File: src/rtl/fft_frame_ctrl.sv
// Frame collector, chain sequencer and result reorder for the 16-point FFT chain.
// Define FFT_BITREV_EN to reorder captured results into natural order; otherwise fft_d is raw bit-reversed.
module fft_frame_ctrl #(
    parameter int N    = 16,
    parameter int DW   = 16,
    parameter int PIPE = 4
) (
    input  logic                clk,
    input  logic                rst,
    input  logic [DW-1:0]       fir_d,
    input  logic                fir_valid,
    output logic [N*2*DW-1:0]   frame_out,
    output logic                frame_vld,
    output logic [PIPE-1:0]     stage_en,
    input  logic [N*2*DW-1:0]   frame_in,
    output logic [N*2*DW-1:0]   fft_d,
    output logic                fft_valid,
    output logic                done
);

    localparam int AW = $clog2(N);
    localparam int WW = 2 * DW;
    localparam int FW = N * WW;

    typedef enum logic [1:0] {
        S_IDLE,
        S_FILL,
        S_DRAIN,
        S_DONE
    } state_t;

    state_t           r_state;
    state_t           w_state_nxt;
    logic [AW-1:0]    r_wr_cnt;
    logic [DW-1:0]    r_buf [N];
    logic [FW-1:0]    r_frame_out;
    logic             r_frame_vld;
    logic [PIPE-1:0]  r_p;
    logic [FW-1:0]    r_fft_d;
    logic             r_fft_valid;

    logic             w_accept;
    logic             w_last;
    logic [FW-1:0]    w_frame;
    logic [FW-1:0]    w_reord;
    logic [PIPE-1:0]  w_stage_en;
    logic             w_done;

    function automatic logic [3:0] bitrev4(input logic [3:0] k);
        return {k[0], k[1], k[2], k[3]};
    endfunction

    assign w_accept = fir_valid && (r_state != S_DONE);
    assign w_last   = w_accept && (r_wr_cnt == AW'(N - 1));

    // Word N-1 comes straight from the input so a launch never waits on the buffer write.
    always_comb begin
        w_frame = '0;
        for (int unsigned k = 0; k < N - 1; k++) begin
            w_frame[k*WW +: WW] = {r_buf[k], {DW{1'b0}}};
        end
        w_frame[(N-1)*WW +: WW] = {fir_d, {DW{1'b0}}};
    end

    always_comb begin
        w_reord = '0;
`ifdef FFT_BITREV_EN
        for (int unsigned k = 0; k < N; k++) begin
            w_reord[int'(bitrev4(4'(k)))*WW +: WW] = frame_in[k*WW +: WW];
        end
`else
        w_reord = frame_in;
`endif
    end

    always_ff @(posedge clk or negedge rst) begin
        if (!rst) begin
            r_wr_cnt <= '0;
            for (int unsigned k = 0; k < N; k++) begin
                r_buf[k] <= '0;
            end
        end else if (w_accept) begin
            r_buf[r_wr_cnt] <= fir_d;
            r_wr_cnt        <= r_wr_cnt + 1'b1;
        end
    end

    always_ff @(posedge clk or negedge rst) begin
        if (!rst) begin
            r_frame_out <= '0;
            r_frame_vld <= 1'b0;
        end else begin
            r_frame_vld <= w_last;
            if (w_last) begin
                r_frame_out <= w_frame;
            end
        end
    end

    always_ff @(posedge clk or negedge rst) begin
        if (!rst) begin
            r_p <= '0;
        end else begin
            r_p[0] <= r_frame_vld;
            for (int unsigned i = 1; i < PIPE; i++) begin
                r_p[i] <= r_p[i-1];
            end
        end
    end

    always_comb begin
        w_stage_en    = '0;
        w_stage_en[0] = r_frame_vld;
        for (int unsigned i = 1; i < PIPE; i++) begin
            w_stage_en[i] = r_p[i-1];
        end
    end

    always_ff @(posedge clk or negedge rst) begin
        if (!rst) begin
            r_fft_d     <= '0;
            r_fft_valid <= 1'b0;
        end else begin
            r_fft_valid <= r_p[PIPE-1];
            if (r_p[PIPE-1]) begin
                r_fft_d <= w_reord;
            end
        end
    end

    always_ff @(posedge clk or negedge rst) begin
        if (!rst) begin
            r_state <= S_IDLE;
        end else begin
            r_state <= w_state_nxt;
        end
    end

    // DRAIN waits for both the launch pulse and the whole pipe-valid chain to empty.
    always_comb begin
        w_state_nxt = r_state;
        w_done      = 1'b0;
        case (r_state)
            S_IDLE: begin
                if (fir_valid) begin
                    w_state_nxt = S_FILL;
                end
            end
            S_FILL: begin
                if (!fir_valid && (r_wr_cnt == '0)) begin
                    w_state_nxt = S_DRAIN;
                end
            end
            S_DRAIN: begin
                if (fir_valid) begin
                    w_state_nxt = S_FILL;
                end else if ((r_p == '0) && !r_frame_vld) begin
                    w_state_nxt = S_DONE;
                end
            end
            S_DONE: begin
                w_done      = 1'b1;
                w_state_nxt = S_IDLE;
            end
            default: begin
                w_state_nxt = S_IDLE;
            end
        endcase
    end

    assign frame_out = r_frame_out;
    assign frame_vld = r_frame_vld;
    assign stage_en  = w_stage_en;
    assign fft_d     = r_fft_d;
    assign fft_valid = r_fft_valid;
    assign done      = w_done;

endmodule

File: config.mk
export PLATFORM = sky130hd
export DESIGN_NAME = fft_frame_ctrl
export DESIGN_NICKNAME = d
export VERILOG_FILES = /design/src/rtl/fft_frame_ctrl.sv
export SDC_FILE = /design/constraint.sdc
export NUM_CORES = 1
export LEC_CHECK = 0
export ABC_AREA = 1
export CORE_AREA = 2 2 612 614
export CTS_BUF_LIST = sky130_fd_sc_hd__clkbuf_8 sky130_fd_sc_hd__clkbuf_16
export CTS_CLUSTER_DIAMETER = 30
export DETAILED_ROUTE_END_ITERATION = 8
export DIE_AREA = 0 0 614 616
export GPL_TIMING_DRIVEN = 0
export PLACE_DENSITY_LB_ADDON = 0.12
export SLEW_MARGIN = 0
export SYNTH_ARGS = -nofsm -noshare
export SYNTH_HDL_FRONTEND = slang
export SYNTH_SLANG_ARGS = --single-unit
export TNS_END_PERCENT = 50
File: constraint.sdc
create_clock -name clk -period 1.43 [get_ports clk]
set_clock_uncertainty 0.15 [all_clocks]
set_input_delay 0.143 -clock clk [delete_from_list [all_inputs] [get_ports clk]]
set_output_delay 0.143 -clock clk [all_outputs]
set_load 0.1 [all_outputs]
After elaboration in Yosys (flattened, before gate mapping):

Cells that the tools add are included.

* bits in registers: 1036
* bits of input ports: 531
* output and inout bits: 1031
* logic and storage cells: 55

* $add $sub $neg: 1
* order comparisons: 2
* equal/unequal tests: 8
* muxes and demuxes: 9
* bitwise operators: 1
* reductions and logical operators: 11

Operator list (number)
* 256-bit bitwise mux: 1
* 16-bit demux with 4-bit select: 1
* 16-bit 2-to-1 mux: 1
* 4-bit logical NOT: 2
* 2-bit 2-to-1 mux: 4
* 2-bit one-hot mux with 4 select lines: 1
* 2-bit inequality test (second input constant): 3
* 5-bit greater-or-equal comparator (second input constant): 1
* 1-bit logical AND: 5
* 5-bit by 1-bit less-than comparator with 1-bit output (second input constant): 1
* 4-bit inverter with 5-bit output: 1
* 4-bit by 1-bit adder with 4-bit output (second input constant): 1
* 2-bit equality test (second input constant): 2
* 4-bit equality test (second input constant): 1
* 3-bit inequality test (second input constant): 1
* 3-bit AND reduction: 1
* 2-bit by 1-bit equality test with 1-bit output (second input constant): 1
* 1-bit logical NOT: 2
* 2-bit logical NOT: 1
* 1-bit 2-to-1 mux: 1

Longest topological paths before layout:

Gate-level depths: netlist (run 1).

* word-level depth: 6
* mapped depth: 9
* gate-level depth less buffers: 8

Worst setup path after synthesis (run 1):

Ideal clock, no wire load.

* kind: register -> output
* from: reg r_frame_vld, in the netlist frame_vld
* to: out stage_en[0]
* arrival: 1353 ps
* data required time: 1137 ps
* slack: -216 ps
* stages on the path, launching flop included: 2
* buffers on the path: 1
* path through: dfrtp_1 buf_4

RTL lines
* start, declared: line 37 `logic r_frame_vld;`
* start signal, assigned: line 93 `r_frame_vld <= w_last;`
* end, declared: line 14 `output logic [PIPE-1:0] stage_en,`

No word-level cell between the ends.

Worst setup path in the final report (run 1):

* from: reg r_frame_out[191], in the netlist frame_out[191]
* to: out frame_out[191]

RTL lines
* start, declared: line 36 `logic [FW-1:0] r_frame_out;`
* start signal, assigned: line 95 `r_frame_out <= w_frame;`
* end, declared: line 12 `output logic [N*2*DW-1:0] frame_out,`

No word-level cell between the ends.

==> metrics.txt, run 1 <==
post-layout util=21.8%; HPWL Detailed=195000 µm; commonest non-fill, non-tap cell in the layout=dfrtp_1; number of synthesized register bits=1020; CTS clk-pin slew, worst paths=40 ps; RSZ-0062 raised after global routing=true; crit path max fanout=2; Worst Hold Class=in -> async; Initial DRC Count=1293; post-route setup slack=-708 ps; die height=616 µm; Worst EP required=1140 ps; Period Utilization, post-route=150%; total grt overflow=0; status=complete, but fails checks; most frequent cells in the layout=dfrtp_1 (999), nand2_1 (724), dlygate4sd3_1 (527), clkdlybuf4s50_1 (513), mux2_2 (508); cts hold-fix bufs=527; Pre-antenna DRT Iters=6; CP Class=reg -> out; endpoints failing setup=1901; pre-CTS setup slack=-1800 ps; Worst EP arrival=1850 ps; endpoint class of the critical path=primary output; max_cap viols=0; Vias per Instance=3.09; Setup TNS Final=-834970 ps; Slew HR=31.5%; Min Clock Period, post-route=2140 ps; CP delay by family, top=buffers and inverters; WHS=-915 ps; DRC viols=0; Syn Area/Cell=12.0 µm²; vias in the first global route=37.2k; Root Driver=clkbuf_16; final net count=6355; GRT Overall Usage=12.9%; final-report hold violation count=327; fmax=468 MHz; max-slew violations=0; area of the mapped netlist=0.0396 mm²; global-route wire length before repair=334000 µm; Final GP Congestion=0.783; synth warn=0; IO buf count=1289; biggest cell delay along the critical path=560 ps; failing checks=negative hold slack, negative setup slack; CTS sink count=1020; row cnt=224; # H-tree levels=5; initial antenna violation count=87; WL final=254000 µm; die width=614 µm; CTS tree=yes; worst skew pair latency=910 ps; Critical Path Source Type=register; Routed Antenna Nets=0; crit-path cells=clkdlybuf4s18_2; Synth cell types=21; crit path max-delay cell type=clkdlybuf4s18_2; largest net degree at the start of global routing=151; Area Growth Syn to Fin=104%; Num CTS Buffers=383; Initial Utilization=10.7%; Post-Synthesis Cells=3289; Routed WL per cell=22.9 µm; die area=0.378 mm²; layout cells sized above 1=39.7%; via count=34.3k; Core Footprint=0.371 mm²; register area share after synthesis=64.4%; buffer and inverter count on the worst path=1; Ports=1562; clock tree buffer depth=4; Worst-Margin Slew=1020 ps
[cells in the mapped netlist]
cell type	number	area, µm²
buf_1	2	7.51
mux2_2	512	5770
nand3b_1	2	15.0
inv_2	2	7.51
dfrtp_1	1020	25500
conb_1	1	3.75
nand2_1	743	2790
o21ai_1	144	721
nand3_1	7	35.0
xor2_1	3	26.3
nor2_1	8	30.0
ha_1	4	50.1
nand2_2	1	6.26
o21ai_0	241	1210
buf_2	121	606
a31o_2	1	8.76
a21oi_1	1	5.00
buf_4	269	2020
nor2_2	11	68.8
inv_1	153	574
clkbuf_1	43	161
[cell type report]
cell class	count	area, µm²
antenna	13	32.5
sequential	1020	25600
timing repair buffer	1890	20800
clock inverter	188	1480
multi-input combinational	1934	11900
fill	40100	290000
timing repair inverter	1	7.51
inverter	155	597
tap	4972	6220
buffer	435	3140
clock buffer	497	11200
[metal layers]
layer	vias up	GRT usage [%]	share of wire, %
li1	15500	-	-
met1	17000	13.6	36
met2	1280	23.6	52
met3	486	4.40	8.2
met4	4	4.49	3.8
met5	-	0	0.012
[what timing repair did]
action / 4_1_cts / 5_1_grt
cloned: 2 / 9
gates resized for setup: 2969 / 1390
hold endpoints to repair: 965 / 327
pin swaps: 0 / 6
setup endpoints to repair: 2052 / 2293
buffers inserted: 11 / 44
[cells by family after synthesis]
group / share of synthesized area, %
other cells: 0.00946
simple gates: 7.43
flops: 64.4
buf+inv: 8.52
fa+ha+maj: 0.126
compound gates: 4.90
mux: 14.5
xor+xnor: 0.0663
[worst paths after layout]
path	start	endpoint	slack (ps)	depth (start not counted)
worst max-delay path	frame_out[191]	frame_out[191]	-710	1
worst min-delay path	rst	fft_d[27]	-910	1
worst max register to register	r_wr_cnt[1]	r_buf[195]	-570	6
worst min register to register	r_p[0]	r_p[1]	250	0
max in group asynchronous	rst	frame_out[444]	-340	4
min in group clk	frame_in[329]	fft_d[329]	90	2
[metrics by stage]
| step | hold WS (ps) | std cells | area [µm²] |
|---|---|---|---|
| CTS | -1010 | 11000 | 78600 |
| finish | -915 | 11100 | 81000 |
| detailed placement | -1.53 | 9814 | 60000 |
| floorplan | -303 | 3544 | 40700 |
| global placement | 214 | 9805 | 59800 |
| global route | -957 | 11100 | 80900 |
[registers in the layout (all words and copies together), names as in the netlist]
register and cells:
r_wr_cnt 4, r_buf 240, r_p 4, r_state 2
frame_out 256, fft_valid 1, frame_vld 1, fft_d 512
Power of run 1 is not shown: default switching activity piles up to over one toggle a cycle in this logic, so the estimate is an artifact.
==> run 2: changes to the inputs <==
--- a/config.mk
+++ b/config.mk
@@ -8,7 +8,7 @@
 export ABC_AREA = 1
 export CORE_AREA = 2 2 612 614
 export CTS_BUF_LIST = sky130_fd_sc_hd__clkbuf_8 sky130_fd_sc_hd__clkbuf_16
-export CTS_CLUSTER_DIAMETER = 30
+export CTS_CLUSTER_DIAMETER = 40
 export DETAILED_ROUTE_END_ITERATION = 8
 export DIE_AREA = 0 0 614 616
 export GPL_TIMING_DRIVEN = 0
==> run 2 against run 1 <==
  * The flow still finishes with violations (negative hold slack, negative setup slack)
  * Routed wire length down 0.83%
  * Largest cell class unchanged
  * Flip-flop and latch count unchanged
  * Non-clock buffer count down 8
  * Sequential share of layout area up 1.3 points
  * Worst hold slack better by 38 ps
  * First-iteration DRC count up 7.0%
  * Utilization down 0.87 points
  * Register-to-register slack about the same
  * Setup slack better by 29 ps
  * Global-route usage down 0.091 points
  * Clock-buffer cell count down 154
  * Final area down 4.0%
==> metrics.txt, run 2 (synthesized netlist as in run 1, its figures left out) <==
RSZ-0062 raised after global routing=true (unchanged); post-layout util=20.9% (was 21.8%); endpoints failing setup=1900 (was 1901); CTS tree=yes (unchanged); Routed WL per cell=23.1 µm (was 22.9 µm); Pre-antenna DRT Iters=5 (was 6); WHS=-877 ps (was -915 ps); multi-input logic area=0.0120 mm² (was 0.0119 mm²); GRT met1 Usage=13.6% (about the same); clock tree buffer depth=4 (unchanged); Setup TNS Final=-858600 ps (was -834970 ps); worst skew pair latency=880 ps (was 910 ps); Period Utilization, post-route=147% (was 150%); crit path max fanout=2 (unchanged); WL final=252000 µm (was 254000 µm); GR Util met3=4.20% (was 4.40%); Initial DRC Count=1384 (was 1293); layout cells sized above 1=39.0% (was 39.7%); die width=614 µm (unchanged); Vias per Instance=3.09 (about the same); max-slew violations=0 (unchanged); Core Footprint=0.371 mm² (unchanged); CTS clk-pin slew, worst paths=40 ps (about the same); Routed Antenna Nets=0 (unchanged); IO buf count=1289 (unchanged); initial antenna violation count=77 (was 87); cts hold-fix bufs=525 (was 527); Initial Utilization=10.7% (unchanged); global-route wire length before repair=331000 µm (was 334000 µm); CP Class=reg -> out (unchanged); max reg flops=512 (unchanged); failing checks=negative hold slack, negative setup slack (unchanged); fmax=474 MHz (was 468 MHz); final-report hold violation count=327 (unchanged); Num CTS Buffers=293 (was 383); crit path max-delay cell type=clkdlybuf4s18_2 (unchanged); largest net degree at the start of global routing=151 (unchanged); CP delay by family, top=buffers and inverters (unchanged); die height=616 µm (unchanged); Root Driver=clkbuf_16 (unchanged); via count=33.8k (was 34.3k); # H-tree levels=5 (unchanged); HPWL Detailed=195000 µm (unchanged); vias in the first global route=36.2k (was 37.2k); die area=0.378 mm² (unchanged); Worst EP required=1140 ps (about the same); Final GP Congestion=0.783 (unchanged); most frequent cells in the layout=dfrtp_1 (1001), nand2_1 (717), dlygate4sd3_1 (525), clkdlybuf4s50_1 (513), mux2_2 (507) (was dfrtp_1 (999), nand2_1 (724), dlygate4sd3_1 (527), clkdlybuf4s50_1 (513), mux2_2 (508)); crit-path cells=clkdlybuf4s18_2 (unchanged); Ports=1562 (unchanged); endpoint class of the critical path=primary output (unchanged); total grt overflow=0 (unchanged); Critical Path Source Type=register (unchanged); biggest cell delay along the critical path=580 ps (was 560 ps); Slew HR=27.7% (was 31.5%); routing usage on met2=23.6% (about the same); most used routing layer=met2 (unchanged); post-route setup slack=-679 ps (was -708 ps); Min Clock Period, post-route=2110 ps (was 2140 ps); commonest non-fill, non-tap cell in the layout=dfrtp_1 (unchanged); max_cap viols=0 (unchanged); status=complete, but fails checks (unchanged); GRT Overall Usage=12.8% (was 12.9%); Area Growth Syn to Fin=96.2% (was 104%); Worst Hold Class=in -> async (unchanged); CTS sink count=1020 (unchanged); Filler cells=40.4k (was 40.1k); Worst EP arrival=1820 ps (was 1850 ps); DRC viols=0 (unchanged); Worst-Margin Slew=1080 ps (was 1020 ps); Seq. cell area=0.0256 mm² (about the same); buffer and inverter count on the worst path=1 (unchanged); final net count=6256 (was 6355); row cnt=224 (unchanged)
run 2: cell count changes in the layout (fill, tap and decap cells not counted), moves of 7 or more:
cell / change
buf_12: -96
clkbuf_16: -86
clkbuf_8: -63
clkdlybuf4s15_2: +52
inv_1: -45
bufinv_16: +28
buf_2: +22
buf_4: -17
clkdlybuf4s18_2: +17
buf_8: +8
nand2_1: -7
run 2: area by class of cell:
cell class | instances | area share [%]
multi-input combinational | 1934 | 15.4
sequential | 1020 | 32.9
tap | 4972 | 8.00
timing repair buffer | 1882 | 25.6
buffer | 435 | 4.07
inverter | 155 | 0.764
clock inverter | 182 | 2.88
clock buffer | 343 | 10.3
antenna | 7 | 0.0225
run 2: what timing repair did:
action,4_1_cts,5_1_grt
pin swaps,1,9
setup endpoints to repair,2052,2333
buffers inserted,10,33
hold endpoints to repair,963,327
gates resized for setup,2910,918
cloned,2,14
run 2: through the flow:
step / setup WS [ps] / instance area [µm²] / cells / hold slack [ps]
2_1_floorplan: -111 / 40700 / 3544 / -303
3_3_place_gp: -59130 / 59800 / 9805 / 214
3_5_place_dp: -1800 / 60000 / 9814 / -1.53
4_1_cts: -823 / 76300 / 10900 / -971
5_1_grt: -770 / 77700 / 10900 / -911
6_report: -679 / 77800 / 10900 / -877
run 2: per-layer routing:
| metal | up-vias | share of wire (%) |
|---|---|---|
| li1 | 15300 | - |
| met1 | 16900 | 37 |
| met2 | 1192 | 52 |
| met3 | 490 | 7.9 |
| met4 | 4 | 3.5 |
| met5 | - | 0.011 |
run 2: final timing paths:
check | startpoint | endpoint | slack [ps] | depth (start not counted)
max in group asynchronous | rst | frame_out[444] | -360 | 4
max reg2reg | r_p[3] | fft_d[107] | -570 | 4
min in group clk | fir_d[1] | frame_out[497] | 90 | 3
min | rst | fft_d[27] | -880 | 1
min reg2reg | r_p[1] | r_p[2] | 250 | 0
max | fft_d[234] | fft_d[234] | -680 | 1
Power of run 2 is left out for the same reason.
==> run 3: changes to the inputs <==
--- a/config.mk
+++ b/config.mk
@@ -5,12 +5,11 @@
 export SDC_FILE = /design/constraint.sdc
 export NUM_CORES = 1
 export LEC_CHECK = 0
-export ABC_AREA = 1
-export CORE_AREA = 2 2 612 614
+export CORE_AREA = 2 2 605 607
 export CTS_BUF_LIST = sky130_fd_sc_hd__clkbuf_8 sky130_fd_sc_hd__clkbuf_16
 export CTS_CLUSTER_DIAMETER = 40
 export DETAILED_ROUTE_END_ITERATION = 8
-export DIE_AREA = 0 0 614 616
+export DIE_AREA = 0 0 607 609
 export GPL_TIMING_DRIVEN = 0
 export PLACE_DENSITY_LB_ADDON = 0.12
 export SLEW_MARGIN = 0
==> run 3 against run 2 <==
  * The flow still finishes with violations (negative hold slack, negative setup slack)
  * Fmax up 0.76%
  * Global-route usage down 0.21 points
  * Routed wire length down 2.4%
  * Die area down 2.3%
  * Non-clock buffer count up 12
  * Flip-flop and latch count unchanged
  * Worst hold slack worse by 210 ps
  * Via count down 11%
  * Synthesized cell count down 25%
  * Final cell count down 8.1%
  * Critical path type is now reg -> reg
==> metrics.txt, run 3 <==
status=complete, but fails checks (unchanged); failing checks=negative hold slack, negative setup slack (unchanged); CP Class=reg -> reg (was reg -> out); die height=609 µm (was 616 µm); synth cell count leaders=dfrtp_1 (1020), mux2_2 (778), buf_4 (266) (was dfrtp_1 (1020), nand2_1 (743), mux2_2 (512)); Routed Antenna Nets=0 (unchanged); final-report hold violation count=432 (was 327); area leader, netlist=dfrtp_1 (unchanged); WHS=-1090 ps (was -877 ps); # H-tree levels=5 (unchanged); ys flop type=dfrtp_1 (unchanged); CTS sink count=1020 (unchanged); Worst-Margin Slew=1230 ps (was 1080 ps); top post-synthesis cells by area=dfrtp_1 (62%), mux2_2 (21%), mux2_4 (8.4%) (was dfrtp_1 (64%), mux2_2 (15%), nand2_1 (7.0%)); final net count=5499 (was 6256); RSZ-0062 raised after global routing=true (unchanged); GRT Overall Usage=12.6% (was 12.8%); Num CTS Buffers=301 (was 293); most frequent cells in the layout=dfrtp_1 (1000), mux2_2 (692), clkdlybuf4s50_1 (529), buf_2 (497), dlygate4sd3_1 (495) (was dfrtp_1 (1001), nand2_1 (717), dlygate4sd3_1 (525), clkdlybuf4s50_1 (513), mux2_2 (507)); Synth Area in Compound Gates=0.0977% (was 4.90%); largest net degree at the start of global routing=148 (was 151); adder-cell share of the synthesized area=0.122% (was 0.126%); CTS clk-pin slew, worst paths=40 ps (about the same); via count=30.1k (was 33.8k); Vias per Instance=3.00 (was 3.09); multiplexer area fraction after synthesis=29.8% (was 14.5%); Seq. cell area=0.0256 mm² (about the same); max reg flops=512 (unchanged); Worst Hold Class=in -> async (unchanged); Root Driver=clkbuf_16 (unchanged); pre-CTS setup slack=-1900 ps (was -1800 ps); vias in the first global route=32.9k (was 36.2k); crit path max fanout=10 (was 2); DRC viols=0 (unchanged); HPWL Detailed=185000 µm (was 195000 µm); synth warn=0 (unchanged); register area share after synthesis=62.3% (was 64.4%); global-route wire length before repair=313000 µm (was 331000 µm); Worst EP required=1970 ps (was 1140 ps); Min Clock Period, post-route=2090 ps (was 2110 ps); Post-Synth Simple-Gate Area=0.839% (was 7.43%); Post-Synth XOR/XNOR Area=0.0641% (was 0.0663%); multi-input logic area=0.0141 mm² (was 0.0120 mm²); post-synth top area share=62.3% (was 64.4%); initial antenna violation count=72 (was 77); Period Utilization, post-route=146% (was 147%); Initial DRC Count=995 (was 1384); Core Footprint=0.364 mm² (was 0.371 mm²); area of the mapped netlist=0.0410 mm² (was 0.0396 mm²); total grt overflow=0 (unchanged); Area Growth Syn to Fin=93.0% (was 96.2%); number of synthesized register bits=1020 (unchanged); ys async rst share=100% (unchanged); Routed WL per cell=24.5 µm (was 23.1 µm); Slew HR=18.1% (was 27.7%); commonest non-fill, non-tap cell in the layout=dfrtp_1 (unchanged); Synth cell types=29 (was 21); Filler cells=39.0k (was 40.4k); die width=607 µm (was 614 µm); layout cells sized above 1=55.0% (was 39.0%); clock tree buffer depth=4 (unchanged); endpoints failing setup=1787 (was 1900); Pre-antenna DRT Iters=4 (was 5); endpoint class of the critical path=register (was primary output); IO buf count=1305 (was 1289); WL final=246000 µm (was 252000 µm); number of flops mapped to enable cells by yosys=0 (unchanged); Ports=1562 (unchanged); max_cap viols=0 (unchanged); most numerous cell in the Yosys netlist=dfrtp_1 (unchanged); Initial Utilization=11.3% (was 10.7%); Worst EP arrival=2630 ps (was 1820 ps); Final GP Congestion=0.774 (was 0.783); max-slew violations=0 (unchanged); post-route setup slack=-663 ps (was -679 ps); Critical Path Source Type=register (unchanged); main combinational cell family by area after synthesis=multiplexers (unchanged); CTS tree=yes (unchanged); final cell count without fillers=10.0k (was 10.9k); fmax=478 MHz (was 474 MHz); row cnt=222 (was 224); Post-Synthesis Cells=2459 (was 3289); Syn Area/Cell=16.7 µm² (was 12.0 µm²); Inst Count DP=8844 (was 9814); die area=0.370 mm² (was 0.378 mm²); worst skew pair latency=860 ps (was 880 ps)
## run 3: cell count changes in the layout (fill, tap and decap cells not counted), sizes merged, moves of 9 or more
cell           delta
nor2             -18
inv             -166
clkbuf           +37
nor3              +9
mux2            +496
o21ai           -384
buf             +473
diode            +18
nand2           -738
clkdlybuf4s18    -86
dlygate4sd3      -30
clkdlybuf4s50    +16
clkdlybuf4s15   -378
clkinvlp         +11
## run 3: path summary, 6_finish.rpt
path / start / to / slack, ps / cells after the start
min in group clk: frame_in[203] / fft_d[203] / 60 / 2
max in group asynchronous: rst / fft_d[33] / 260 / 5
min reg2reg: r_p[0] / r_p[1] / 270 / 0
max: r_state[0] / frame_out[437] / -660 / 8
min: rst / r_buf[124] / -1090 / 1
max reg2reg: r_state[0] / frame_out[437] / -660 / 8
## run 3: cells by family (layout without fill, tap and decap cells)
family                   Yosys count  count (layout)
adder cells (fa/ha/maj)            4               4
multiplexers                    1008            1008
XOR/XNOR                           3               3
AO/OA/AOI/OAI                      6               6
other                              1             281
flip-flops                      1020            1020
AND/OR/NAND/NOR                   30              30
buffers and inverters            387            2878
## run 3: layout make-up
type                            instances  area share (%)
Multi-Input combinational cell       1307            17.8
Buffer                                380            4.69
Timing Repair Buffer                 1949            23.9
Clock inverter                        179            2.91
Inverter                                5          0.0269
Clock buffer                          365            10.7
Antenna cell                           25          0.0791
Sequential cell                      1020            32.3
Tap cell                             4816            7.62
## run 3: layer usage
metal  vias to the layer above  GRT usage (%)  part of all wire [%]
met2                      1171           22.8                    53
met3                       438           5.34                   9.4
li1                      13300              -                     -
met4                         8           5.54                   3.8
met5                         -              0                 0.025
met1                     15200           12.4                    34
## run 3: timing repair
item,in CTS,in global routing
gates resized for setup,4293,586
hold endpoints to repair,869,381
setup buffers,54,40
hold buffers,494,1
pin swaps,13,9
setup endpoints to repair,2132,2304
gates cloned,16,33
## run 3: stage by stage
stage / TNS [ps] / hold WS, ps / util, % / area [µm²]
floorplan: -250220 / -303 / - / 42400
CTS: -1236660 / -1240 / 20.9 / 76100
finish: -863100 / -1090 / 21.7 / 79100
detailed placement: -2586440 / -220 / 17.0 / 61800
global route: -1009680 / -1190 / 21.7 / 79100
global placement: - / 261 / 16.9 / 61500
## run 3: worst max-delay path: stages, from the launching register on
cell,delay (ps)
dfrtp_1,390
buf_6,140
a21boi_2,140
buf_6,130
nand4_4,150
buf_12,190
buf_12,160
buf_12,160
mux2_4,300
Power of run 3 is left out for the same reason.
